File: src/rtl/alarm_pkg.sv
// Shared state encodings and default parameter values for the alarm controller.
package alarm_pkg;

  typedef enum logic [2:0] {
    S_DISARMED = 3'd0,
    S_ARMING   = 3'd1,
    S_ARMED    = 3'd2,
    S_ENTRY    = 3'd3,
    S_ALARM    = 3'd4
  } state_t;

  localparam int         DEF_CLK_HZ    = 50_000_000;
  localparam int         DEF_EXIT_S    = 10;
  localparam int         DEF_ENTRY_S   = 10;
  localparam logic [3:0] DEF_CODE      = 4'hA;
  localparam int         DEF_MAX_FAILS = 3;

endpackage

File: src/rtl/tick_gen.sv
// One-cycle tick every CLK_HZ clocks; restart realigns the period to the current cycle.
module tick_gen #(
  parameter int CLK_HZ = 50_000_000
) (
  input  logic clk,
  input  logic rst_n,
  input  logic restart,
  output logic tick
);

  localparam int             CW   = $clog2(CLK_HZ + 1);
  localparam logic [CW-1:0]  LAST = CW'(CLK_HZ - 1);

  logic [CW-1:0] r_cnt;

  assign tick = (r_cnt == LAST);

  // restart wins over wrap so a new state always gets a full first second
  always_ff @(posedge clk or negedge rst_n) begin
    if (!rst_n) begin
      r_cnt <= '0;
    end else if (restart || tick) begin
      r_cnt <= '0;
    end else begin
      r_cnt <= r_cnt + CW'(1);
    end
  end

endmodule

File: src/rtl/alarm_controller.sv
// Intrusion alarm: keypad-code arm/disarm, exit and entry delays, wrong-code lockout.
module alarm_controller
  import alarm_pkg::*;
#(
  parameter int         CLK_HZ    = DEF_CLK_HZ,
  parameter int         EXIT_S    = DEF_EXIT_S,
  parameter int         ENTRY_S   = DEF_ENTRY_S,
  parameter logic [3:0] CODE      = DEF_CODE,
  parameter int         MAX_FAILS = DEF_MAX_FAILS
) (
  input  logic       clk,
  input  logic       rst_n,
  input  logic [3:0] sensor,
  input  logic [3:0] code_in,
  input  logic       enter_n,
  output logic       aux,
  output logic       armed,
  output logic [2:0] state,
  output logic [5:0] secs_left,
  output logic [2:0] fail_cnt
);

  logic [3:0] r_sens_s1, r_sens_s2;
  logic       r_en_s1, r_en_s2, r_en_d;
  logic [2:0] r_state;
  logic [5:0] r_secs;
  logic [2:0] r_fail;

  logic [2:0] w_state_nxt;
  logic [5:0] w_secs_nxt;
  logic [2:0] w_fail_nxt;
  logic [2:0] w_fail_inc;
  logic       w_enter, w_good, w_bad, w_sens_any, w_tick, w_restart;

  // Synchronizers idle to "button released" and "all contacts closed"
  always_ff @(posedge clk or negedge rst_n) begin
    if (!rst_n) begin
      r_sens_s1 <= '0;
      r_sens_s2 <= '0;
      r_en_s1   <= 1'b1;
      r_en_s2   <= 1'b1;
      r_en_d    <= 1'b1;
    end else begin
      r_sens_s1 <= sensor;
      r_sens_s2 <= r_sens_s1;
      r_en_s1   <= enter_n;
      r_en_s2   <= r_en_s1;
      r_en_d    <= r_en_s2;
    end
  end

  assign w_enter    = r_en_d & ~r_en_s2;
  assign w_good     = w_enter && (code_in == CODE);
  assign w_bad      = w_enter && (code_in != CODE);
  assign w_sens_any = |r_sens_s2;
  assign w_fail_inc = (r_fail == 3'd7) ? 3'd7 : r_fail + 3'd1;
  assign w_restart  = (w_state_nxt != r_state);

  tick_gen #(.CLK_HZ(CLK_HZ)) u_tick (
    .clk     (clk),
    .rst_n   (rst_n),
    .restart (w_restart),
    .tick    (w_tick)
  );

  // Priority inside each state: good code, then lockout, then sensor/timeout
  always_comb begin
    w_state_nxt = r_state;
    w_secs_nxt  = r_secs;
    w_fail_nxt  = r_fail;
    case (r_state)
      S_DISARMED: begin
        if (w_good) begin
          w_state_nxt = S_ARMING;
          w_secs_nxt  = 6'(EXIT_S);
        end
      end
      S_ARMING: begin
        if (w_good) begin
          w_state_nxt = S_DISARMED;
        end else if (w_tick) begin
          if (r_secs == 6'd1) begin
            w_state_nxt = S_ARMED;
            w_secs_nxt  = 6'd0;
          end else begin
            w_secs_nxt = r_secs - 6'd1;
          end
        end
      end
      S_ARMED, S_ENTRY, S_ALARM: begin
        if (w_good) begin
          w_state_nxt = S_DISARMED;
        end else begin
          if (w_bad) w_fail_nxt = w_fail_inc;
          if (w_bad && (w_fail_inc >= 3'(MAX_FAILS))) begin
            w_state_nxt = S_ALARM;
            w_secs_nxt  = 6'd0;
          end else if ((r_state == S_ARMED) && w_sens_any) begin
            w_state_nxt = S_ENTRY;
            w_secs_nxt  = 6'(ENTRY_S);
          end else if ((r_state == S_ENTRY) && w_tick) begin
            if (r_secs == 6'd1) begin
              w_state_nxt = S_ALARM;
              w_secs_nxt  = 6'd0;
            end else begin
              w_secs_nxt = r_secs - 6'd1;
            end
          end
        end
      end
      default: w_state_nxt = S_DISARMED;
    endcase
    if (w_state_nxt == S_DISARMED) begin
      w_secs_nxt = 6'd0;
      w_fail_nxt = 3'd0;
    end
  end

  always_ff @(posedge clk or negedge rst_n) begin
    if (!rst_n) begin
      r_state <= S_DISARMED;
      r_secs  <= 6'd0;
      r_fail  <= 3'd0;
    end else begin
      r_state <= w_state_nxt;
      r_secs  <= w_secs_nxt;
      r_fail  <= w_fail_nxt;
    end
  end

  assign state     = r_state;
  assign aux       = (r_state == S_ALARM);
  assign armed     = (r_state == S_ARMING) || (r_state == S_ARMED) || (r_state == S_ENTRY);
  assign secs_left = r_secs;
  assign fail_cnt  = r_fail;

endmodule
File: config.mk
export PLATFORM = sky130hd
export DESIGN_NAME = alarm_controller
export DESIGN_NICKNAME = d
export VERILOG_FILES = /design/src/rtl/alarm_pkg.sv /design/src/rtl/tick_gen.sv /design/src/rtl/alarm_controller.sv
export SDC_FILE = /design/constraint.sdc
export NUM_CORES = 1
export LEC_CHECK = 0
export ABC_AREA = 1
export CAP_MARGIN = 25
export CORE_MARGIN = 2
export CORE_UTILIZATION = 50
export CTS_CLUSTER_SIZE = 30
export DETAILED_ROUTE_END_ITERATION = 16
export DONT_BUFFER_PORTS = 1
export PLACE_DENSITY = 0.68
export RECOVER_POWER = 50
export SLEW_MARGIN = 20
export SYNTH_ARGS = -nofsm -noshare
export SYNTH_HDL_FRONTEND = slang
export SYNTH_SLANG_ARGS = --single-unit
File: constraint.sdc
create_clock -name clk -period 1.75 [get_ports clk]
set_input_delay 0.4375 -clock clk [delete_from_list [all_inputs] [get_ports clk]]
set_output_delay 0.4375 -clock clk [all_outputs]
set_load 0.05 [all_outputs]
==> metrics list <==
* Multiplexer share of the synthesized area: 0%
- Fraction of synthesized cell area in xor and xnor cells: under 10%
- Setup repair after global routing missed its margin: yes
- The die covers around 6500 sq um.
- Unique cell type count in the Yosys netlist: 30
- Highest fanout seen on the critical path: 5
- Req. time, crit path: around 2 ns
- Post-route fraction of the period consumed by the critical path: 119%
- Of all cell types, the one taking the most synthesized area is sky130_fd_sc_hd__dfrtp_1.
- I/O pin total: 25
- Total area of multi-input combinational cells: 1700 sq um
* Violations in the final reports: negative setup slack
- The worst setup path is launched from a register.
- In the final layout, the share of cells above drive strength 1 is approximately half.
- Launching point of the worst reg2reg path: u_tick.r_cnt[1]$_DFF_PN0_
- Once placement completed, the tool counted placed cells totaling ~520.
- Library cell contributing the largest single delay on the critical path: sky130_fd_sc_hd__dfrtp_1
- Final count of hold timing violations: 0
- Once detail routing completed, the nets flagged for antenna violations numbered 0.
- The area growth from synthesis to layout is 48.7%.
* Part of the Yosys area used for sequential elements: between 40% and 50%
- Total count of max-transition violations in the final report: 0
* Number of cell rows: 27
* Arrival time of the worst setup path: around 2.3 ns
- Initial antenna violation count: 0
- Horiz. Die Dim: 80.8 microns
- For this run, asynchronously set or reset flops after synthesis account for 100%.
- The routed design has 8.45 mm of wire.
- Area fraction in compound gates after synthesis: approximately 3.5%
* CTS HTree Levels: 2
- Achievable clock frequency: between 0.4 and 0.5 GHz
- In the final routed layout, each cell accounts on average for approximately 15 microns.
- Leading cell types by total area after synthesis: sky130_fd_sc_hd__dfrtp_1 (39%), sky130_fd_sc_hd__nand2_1 (9.3%), sky130_fd_sc_hd__nor2_4 (8.4%)
- The run finished, with violations left.
- The number of antenna diodes in the final layout is 0.
* Library cell appearing most often on the critical path: sky130_fd_sc_hd__nand3_1
- The total area inside the core boundary comes to around 5600 sq um.
- The detailed router finished its first iteration with ~280 violations.
- The cell count after synthesis came out at around 360.
- The worst hold path was traced through 0 stages.
* Number of cell instances on the worst register-to-register path: 13
* Layout filler cell count: around 340
* Number of global-route vias before repair: between 2000 and 3000
* Post-synthesis share of cell area spent on full adders, half adders and majority gates: approximately 1.7%
- Slew @ Worst Pin: between 0.6 and 0.7 ns
- Net total in the final layout: 500
- TritonCTS clock tree: built
- Counting every net in the synthesized netlist gives about 370.
- The analysis attributes to cell leakage a power of roughly 2.0 nW.
* Final std cells w/o fill: ~560
- In this run the most critical hold path is launched from enter_n.
* Number of CTS-inserted buffers: 5
* Number of flops mapped to enable cells by yosys: 0
* Flop and latch count out of synthesis: 49
- Slowest cell delay on critical path: about 0.4 ns
* Gpl congestion: about 0.83
- Global-route congestion overflow total: 0
* Avg Synthesized Cell Area: 8.25 sq um
- Initial Utilization: 52.5%
- Max_slew headroom: 56.0%
* IR Drop Worst-Case VDD: between 0.0006 and 0.0007 V
- In this run the power density over the cells is 799 nW/um^2.
- Clock Latency Late Sink: between 0.3 and 0.4 ns
* Power consumption: ~3.5 mW
* Class of the worst hold path: primary input to register
* Vert. Die Dim: around 81 microns
* Endpoint of the worst hold-timing path: r_en_s1$_DFF_PN1_
* Post-layout utilization of the core: between 70% and 80%
- For the final database, setup skew stands at about 0.012 ns.
* Min Tclk post-route: ~2.1 ns
* Iteration count of the initial detailed-routing pass: 7
- The first global-routing pass estimated 11.9 mm of wire.
- Fraction of the mapped netlist area in simple logic gates: between 30 and 40%
* Crit-path cells: buf_6 > ha_4 > nand3_4 > inv_4 > nand2_1 > nor2_1 > nand3_1 > a21boi_4 > nand3_1 > nand2_2 > nand2_4 > buf_4 > nor2_2
- Register cell area after layout: approximately 1200 sq um
* Clock-pin slew of the registers on the worst-case setup and hold paths: around 0.11 ns
- For this run, the number of Yosys warnings is 0.
* Average via count per standard cell: 5.27
- Across all setup checks in the final design, the least slack found is -0.332 ns.
- Remaining design rule violation count: 0
- Hpwl dp: roughly 5.0 mm
- For flop-to-flop paths, the worst setup slack is -0.33 ns.
- Total global routing track utilization: 23.8%
* Total standard cell area after synthesis: ~3000 sq um
* Kind of critical path: register to register
* Largest family of logic cells by synthesized area: simple AND/OR/NAND/NOR gates
* Synth Flop Type: sky130_fd_sc_hd__dfrtp_1
* Aggregate negative setup slack: -9.06 ns
- Summing over every cut layer, the via total after detailed routing is a little under 3000.
- Summed over its instances, the top area cell type makes up around two fifths of the synthesized netlist area.
- The endpoint identified for the worst register-to-register timing path is u_tick.r_cnt[4]$_DFF_PN0_.
* Maximum root-to-sink buffer count: 2
- Nature of the critical path endpoint: register
- Counting every sink on the clock net gives about 50.
* CTS Root Buffer Type: sky130_fd_sc_hd__clkbuf_8
- Port Buf Inserts: 0
- The tool flagged a number of max-cap violations equal to 0.
- Entering global routing, the biggest net connects 50 pins.
- Worst Hold Slack: between 0.1 and 0.15 ns
- Setup violations remaining at the end of the flow were counted as 36.
==> cells in the final DEF (no fill, tap or decap), types with 2 or more instances in the layout <==
| master | n |
|---|---|
| sky130_fd_sc_hd__buf_6 | 14 |
| sky130_fd_sc_hd__a21oi_1 | 3 |
| sky130_fd_sc_hd__nand4_1 | 9 |
| sky130_fd_sc_hd__a21oi_2 | 3 |
| sky130_fd_sc_hd__buf_4 | 102 |
| sky130_fd_sc_hd__o21ai_2 | 2 |
| sky130_fd_sc_hd__ha_4 | 2 |
| sky130_fd_sc_hd__nand2_1 | 62 |
| sky130_fd_sc_hd__nand3_1 | 17 |
| sky130_fd_sc_hd__nor3_1 | 8 |
| sky130_fd_sc_hd__buf_12 | 6 |
| sky130_fd_sc_hd__nor2_2 | 10 |
| sky130_fd_sc_hd__nor3_2 | 3 |
| sky130_fd_sc_hd__inv_1 | 37 |
| sky130_fd_sc_hd__xor2_1 | 16 |
| sky130_fd_sc_hd__dfrtp_2 | 8 |
| sky130_fd_sc_hd__inv_6 | 2 |
| sky130_fd_sc_hd__nor2_1 | 40 |
| sky130_fd_sc_hd__xnor2_1 | 7 |
| sky130_fd_sc_hd__clkbuf_8 | 5 |
| sky130_fd_sc_hd__ha_1 | 2 |
| sky130_fd_sc_hd__o21ai_4 | 2 |
| sky130_fd_sc_hd__nand3_2 | 3 |
| sky130_fd_sc_hd__nor2_4 | 28 |
| sky130_fd_sc_hd__nand2_2 | 16 |
| sky130_fd_sc_hd__dfrtp_1 | 38 |
| sky130_fd_sc_hd__o21ai_1 | 3 |
| sky130_fd_sc_hd__inv_2 | 8 |
| sky130_fd_sc_hd__inv_4 | 4 |
| sky130_fd_sc_hd__dfstp_2 | 3 |
| sky130_fd_sc_hd__nor4_1 | 5 |
| sky130_fd_sc_hd__nand2_4 | 5 |
==> through the flow <==
stage                     area [sq um]  setup slack, ns
after detailed placement          3780           -0.232
final                             4380           -0.332
after CTS                         4160           -0.188
after global placement            3780           -0.165
after global routing              4380           -0.451
after floorplan                   2970           -0.268
==> sequential cells by signal, indices dropped and copies added, names as in the netlist <==
signal and count:
r_sens_s1 4, r_en_d 1, u_tick.r_cnt 26, r_en_s2 1, state 3, secs_left 6
r_en_s1 1, fail_cnt 3, r_sens_s2 4
==> synth_stat cells (5+ instances only) <==
library cell and n:
sky130_fd_sc_hd__a21oi_1 6, sky130_fd_sc_hd__dfrtp_1 46, sky130_fd_sc_hd__inv_1 46, sky130_fd_sc_hd__nand2_1 73, sky130_fd_sc_hd__nand2_2 9, sky130_fd_sc_hd__nand3_1 18, sky130_fd_sc_hd__nand4_1 9, sky130_fd_sc_hd__nor2_1 51
sky130_fd_sc_hd__nor2_2 5, sky130_fd_sc_hd__nor2_4 22, sky130_fd_sc_hd__nor3_1 9, sky130_fd_sc_hd__nor4_1 5, sky130_fd_sc_hd__o21ai_0 7, sky130_fd_sc_hd__xnor2_1 8, sky130_fd_sc_hd__xor2_1 17
==> logic make-up (layout without fill, tap and decap cells) <==
| family | after synthesis | count (layout) |
|---|---|---|
| simple gates | 210 | 210 |
| compound gates | 17 | 17 |
| flops | 49 | 49 |
| xor+xnor | 25 | 25 |
| fa+ha+maj | 4 | 4 |
| buf+inv | 52 | 181 |
==> worst max-delay path by stage <==
stage	startpoint	to	slack (ns)
floorplan	fail_cnt[0]$_DFFE_PN0P_	u_tick.r_cnt[12]$_DFF_PN0_	-0.27
global placement	r_en_d$_DFF_PN1_	u_tick.r_cnt[5]$_DFF_PN0_	-0.16
detailed placement	r_en_d$_DFF_PN1_	u_tick.r_cnt[5]$_DFF_PN0_	-0.23
CTS	fail_cnt[1]$_DFFE_PN0P_	u_tick.r_cnt[11]$_DFF_PN0_	-0.19
global route	u_tick.r_cnt[1]$_DFF_PN0_	u_tick.r_cnt[21]$_DFF_PN0_	-0.45
finish	u_tick.r_cnt[1]$_DFF_PN0_	u_tick.r_cnt[4]$_DFF_PN0_	-0.33
==> routing by layer <==
metal	part of all wire (%)	track usage, %	vias to the layer above
met2	50	39.6	128
met5	0	0	-
met3	5.8	4.00	33
met1	41	31.9	1405
li1	-	-	1377
met4	3.1	7.46	0
==> critical path, delay by kind of cell, from the launching register on <==
family	cells	cell delay (ns)
AND/OR/NAND/NOR	8	0.94
flip-flops	1	0.40
buffers and inverters	3	0.38
AO/OA/AOI/OAI	1	0.18
adder cells (fa/ha/maj)	1	0.14
==> where the power goes <==
part	internal, mW	total, mW	switching (mW)
Sequential	1.21	1.27	0.0585
Clock	0.302	0.742	0.440
Combinational	0.628	1.49	0.862
Total	2.14	3.50	1.36
==> layout make-up <==
type | instances | area share [%]
flip-flops and latches | 49 | 28.3
repair buffers | 124 | 24.2
inverters | 49 | 4.43
clock buffers | 5 | 1.57
clock inverters | 3 | 0.657
multi-input cells | 256 | 38.8
well taps | 72 | 2.06
==> timing repair <==
action	4_1_cts	5_1_grt
hold endpoints to repair	49	0
setup endpoints to repair	35	37
buffers inserted	17	14
pin swaps	12	22
hold buffers	2	0
resized for setup	32	46
Power figures use the tool's default switching activity.
==> patch 1 (same flow settings) <==
The package constant `DEF_CLK_HZ` goes from 50_000_000 to 100_000_000.
--- a/src/rtl/alarm_pkg.sv
+++ b/src/rtl/alarm_pkg.sv
@@ -11,3 +11,3 @@
 
-  localparam int         DEF_CLK_HZ    = 50_000_000;
+  localparam int         DEF_CLK_HZ    = 100_000_000;
   localparam int         DEF_EXIT_S    = 10;
Function: same outputs for any inputs over 10 cycles, from zero or initial values and one cycle with rst_n low; that may be too few to reach the edited logic, so the function may still have changed.
==> patch 1 against the unedited design <==
- sequential cell count increased by 1
- combinational power is 8% lower
- synthesized area rose by 1.6%
- worst setup slack improved by 21 ps
- sequential share of layout area grew 1.1 points
- routed wire length decreased by 2.3%
- the flow still finishes with violations (negative setup slack)
- power shrank 2.0%
- first-iteration DRC count shrank 27%
- final area decreased by 1.8%
==> patch 1: results (changes against the unedited design) <==
* Outcome: complete, but fails checks
* Failing checks: negative setup slack
* Mapped Cells at 367 (+2.8%)
* Hold path start: enter_n
* Final wirelength at 8260 um (-2.3%)
* Setup crit start: fail_cnt[0]
* Comb pwr share at 39.8% (-2.8 points)
* R2R cell count at 14 (+1)
* Synth top area cells: dfrtp_1 (39%), nand2_1 (8.3%), nor3_2 (7.4%)
* Layout cells sized above 1 at 46.4% (-2.0 points)
* GRT Total Usage at 25.2% (+1.4 points)
* First-pass GRT wire length at 13000 um (+9.8%)
* Hold slack at 110 ps (+1.03 ps)
* Root buffer cell: clkbuf_8
* DR WL/cell at 14.8 um (-2.3%)
* Setup WS pre-CTS at -299 ps (-67.2 ps)
* Net Sw Power at 1.33 mW (-2.4%)
* Compound-Gate Fraction of Synth Area at 5.69% (+2.2 points)
* Max rail drop VDD at 869 uV (+44%)
* Sequential share of power at 38.5% (+2.3 points)
* Setup ws final at -310 ps (+21.4 ps)
* Final setup vio count at 37 (+2.8%)
* Leakage at 1.98 nW (about the same)
* Mapped Nets at 382 (+2.7%)
* Layout Nets at 497 (-0.60%)
* Endpoints failing hold at 0 (unchanged)
* GP Congestion at 0.894 (+8.2%)
* Arr. time, crit path at 2300 ps (-40 ps)
* HP Class: in -> reg
* Dpl hpwl at 5390 um (+6.8%)
* Synth cell types at 38 (+27%)
* Placed Instance Area at 3890 um2 (+3.0%)
* TritonCTS Buffers at 5 (unchanged)
* Max FFs per register at 27 (+3.8%)
* DRT iter0 DRCs at 205 (-27%)
* Commonest cells post-synth: nand2_1 (66), dfrtp_1 (47), inv_1 (47)
* Critical Path Fanout Max at 8 (+3)
* Post-synthesis adder-cell area fraction at 1.67% (-0.026 points)
* DRT Pass-1 Iters at 4 (-3)
* Xor and xnor area share after synthesis at 7.02% (-0.41 points)
* Comb. pwr at 1.37 mW (-8%)
* Clk_skew at 18.2 ps (+5.86 ps)
* Resized Gates After CTS at 42 (+31%)
* CP endpoint: u_tick.r_cnt[3]
* Largest net degree at the start of global routing at 51 (+2.0%)
* Setup tns final at -8840 ps (+217 ps)
* DP Cell Count at 535 (+3.1%)
* Vias at 2897 (-1.6%)
==> patch 1: routing by layer <==
| metal | GRT usage, % | share of wire (%) | wire length [um] |
|---|---|---|---|
| met5 | 0 | 0 | 0 |
| met1 | 32.6 | 43 | 3550 |
| met2 | 43.7 | 51 | 4250 |
| met4 | 6.78 | 2.1 | 170 |
| met3 | 4.00 | 3.5 | 290 |
==> patch 1: final cells by class <==
| class | instances | area, um2 |
|---|---|---|
| tap | 75 | 93.8 |
| sequential | 50 | 1260 |
| timing repair buffer | 113 | 960 |
| clock buffer | 5 | 68.8 |
| multi-input combinational | 252 | 1650 |
| inverter | 60 | 234 |
| fill | 402 | 1550 |
| clock inverter | 3 | 26.3 |
==> patch 1: worst max-delay path, stage by stage, from the launching register on <==
cell and delay [ps]:
dfrtp_2 450, ha_4 280, inv_4 40, o21ai_4 120
nand3_2 110, nand2_4 100, inv_2 50, nand2_2 80
nand2_2 90, nand2_4 90, nand2_4 60, nand2_4 80
nand3_4 100, buf_8 160, nor3_2 170
==> patch 2 (same flow settings) <==
Made on the original files. Add an input register stage for `sensor`, `code_in` and `enter_n`; this delays them by one clock.
--- a/src/rtl/alarm_controller.sv
+++ b/src/rtl/alarm_controller.sv
@@ -22,2 +22,12 @@
 
+  logic [3:0] sensor_q;
+  logic [3:0] code_q;
+  logic enter_n_q;
+
+  always_ff @(posedge clk) begin
+    sensor_q  <= sensor;
+    code_q    <= code_in;
+    enter_n_q <= enter_n;
+  end
+
   logic [3:0] r_sens_s1, r_sens_s2;
@@ -43,5 +53,5 @@
     end else begin
-      r_sens_s1 <= sensor;
+      r_sens_s1 <= sensor_q;
       r_sens_s2 <= r_sens_s1;
-      r_en_s1   <= enter_n;
+      r_en_s1   <= enter_n_q;
       r_en_s2   <= r_en_s1;
@@ -52,4 +62,4 @@
   assign w_enter    = r_en_d & ~r_en_s2;
-  assign w_good     = w_enter && (code_in == CODE);
-  assign w_bad      = w_enter && (code_in != CODE);
+  assign w_good     = w_enter && (code_q == CODE);
+  assign w_bad      = w_enter && (code_q != CODE);
   assign w_sens_any = |r_sens_s2;
Formal check against the unedited RTL: not equivalent (a bounded check fails within 4 cycles, from zero or initial values and one cycle with rst_n low).
==> patch 2 against the unedited design <==
- the run still ends with negative setup slack left
- clock skew grew 10 ps
- clock power grew 95%
- final area grew 7.7%
- fmax is essentially flat
- largest cell class unchanged
- sequential power grew 17%
- core utilization grew 0.65 points
- power grew 27%
- critical path depth grew 1
- routed wire length grew 14%
- worst setup slack is essentially flat
- worst hold slack lost 18 ps
- synthesized area grew 6.4%
- sequential cell count grew 9
==> patch 2: results (changes against the unedited design) <==
* Layout Nets at 513 (+2.6%)
* Fill cells at 310 (-9.9%)
* Placed Instance Area at 3960 um2 (+4.7%)
* Setup ws final at -332 ps (-0.468 ps)
* Largest stage delay on the critical path at 350 ps (-50 ps)
* TritonCTS Buffers at 9 (+4)
* Fin cells at 578 (+3.6%)
* DRT Pass-1 Iters at 6 (-1)
* Seq/Total Area, Yosys at 45.0% (+3.2 points)
* Layout cells sized above 1 at 51.9% (+3.5 points)
* Hold path start: code_in[2]
* Synth cell types at 31 (+3.3%)
* First-pass GRT wire length at 14500 um (+22%)
* Post-synthesis async set-or-reset flop share at 84.5% (-16 points)
* Mapped Cells at 365 (+2.2%)
* Post-synthesis adder-cell area fraction at 1.60% (-0.10 points)
* GRT Total Usage at 26.5% (+2.7 points)
* Mapped Nets at 380 (+2.2%)
* Clk slew on worst S/H paths at 90 ps (-20 ps)
* Layout Cell Area excl Fill at 4720 um2 (+7.7%)
* Vias at 3076 (+4.5%)
* Final setup vio count at 36 (unchanged)
* Dpl hpwl at 5250 um (+4.1%)
* Synth top area cells: dfrtp_1 (37%), nand2_1 (8.7%), nor2_4 (7.9%)
* GP Congestion at 0.902 (+9.2%)
* Compound-Gate Fraction of Synth Area at 3.15% (-0.37 points)
* Max rail drop VDD at 1050 uV (+73%)
* Setup WS pre-CTS at -256 ps (-23.9 ps)
* DP Cell Count at 530 (+2.1%)
* Clk_lat worst skew at 360 ps (+40 ps)
* Switch share at 35.2% (-3.7 points)
* Outcome: complete, but fails checks
* Failing checks: negative setup slack
* DRT iter0 DRCs at 273 (-2.2%)
* Xor and xnor area share after synthesis at 6.98% (-0.45 points)
* Setup tns final at -9520 ps (-465 ps)
* Clock Tree Buf Depth at 2 (unchanged)
* Clk_skew at 22.4 ps (+10.1 ps)
* Leakage at 2.13 nW (+7.3%)
* Worst slew margin at 55.6% (-0.39 points)
* Final wirelength at 9660 um (+14%)
* Arr. time, crit path at 2310 ps (-30 ps)
## patch 2: cell types whose count changed after synthesis, moves of 2 or more
cell     change
inv_1        -4
nand4_1      +2
nand3_1      -2
nor2_1       -2
nand2_2      +2
dfxtp_1      +9
inv_2        +4
## patch 2: path summary, 6_finish.rpt
path                                    to  slack, ps  depth (start not counted)
max in group asynchronous         state[0]        520                          2
min                              code_q[2]         90                          0
min in group asynchronous      fail_cnt[2]        730                          2
min reg2reg                        r_en_s1        300                          0
max                        u_tick.r_cnt[5]       -330                         14
max reg2reg                u_tick.r_cnt[5]       -330                         14
## patch 2: power groups by stage
stage / combinational [mW] / sequential (mW) / clock (mW)
floorplan: 0.590 / 1.66 / 0
global placement: 1.11 / 1.50 / 0
detailed placement: 1.14 / 1.50 / 0
CTS: 1.33 / 1.49 / 1.43
global route: 1.59 / 1.50 / 1.52
finish: 1.50 / 1.49 / 1.45
## patch 2: cells by family (layout without fill, tap and decap cells)
logic type	Yosys count	after routing
flip-flops	58	58
adder cells (fa/ha/maj)	4	4
AO/OA/AOI/OAI	16	16
AND/OR/NAND/NOR	209	209
buffers and inverters	53	191
XOR/XNOR	25	25
## patch 2: what timing repair did
action                     CTS  global route
cloned                       0             1
resized for setup           52            35
hold buffers                 2             0
setup endpoints to repair   35            38
hold endpoints to repair    49             0
setup buffers               19            10
pin swaps                   11            20
## patch 2: cell type report
class | count | share of cell area [%]
repair buffers | 125 | 22.7
multi-input cells | 254 | 36.3
well taps | 75 | 1.99
clock inverters | 7 | 2.15
flip-flops and latches | 58 | 30.1
inverters | 50 | 4.22
clock buffers | 9 | 2.63
## patch 2: routing by layer
metal  up-vias  global-route usage, %  routed length [um]
met2       139                   44.6                4840
met1      1464                   32.9                3880
met4         0                   12.5                 440
li1       1423                      -                   -
met3        50                   5.07                 495
met5         -                      0                   0
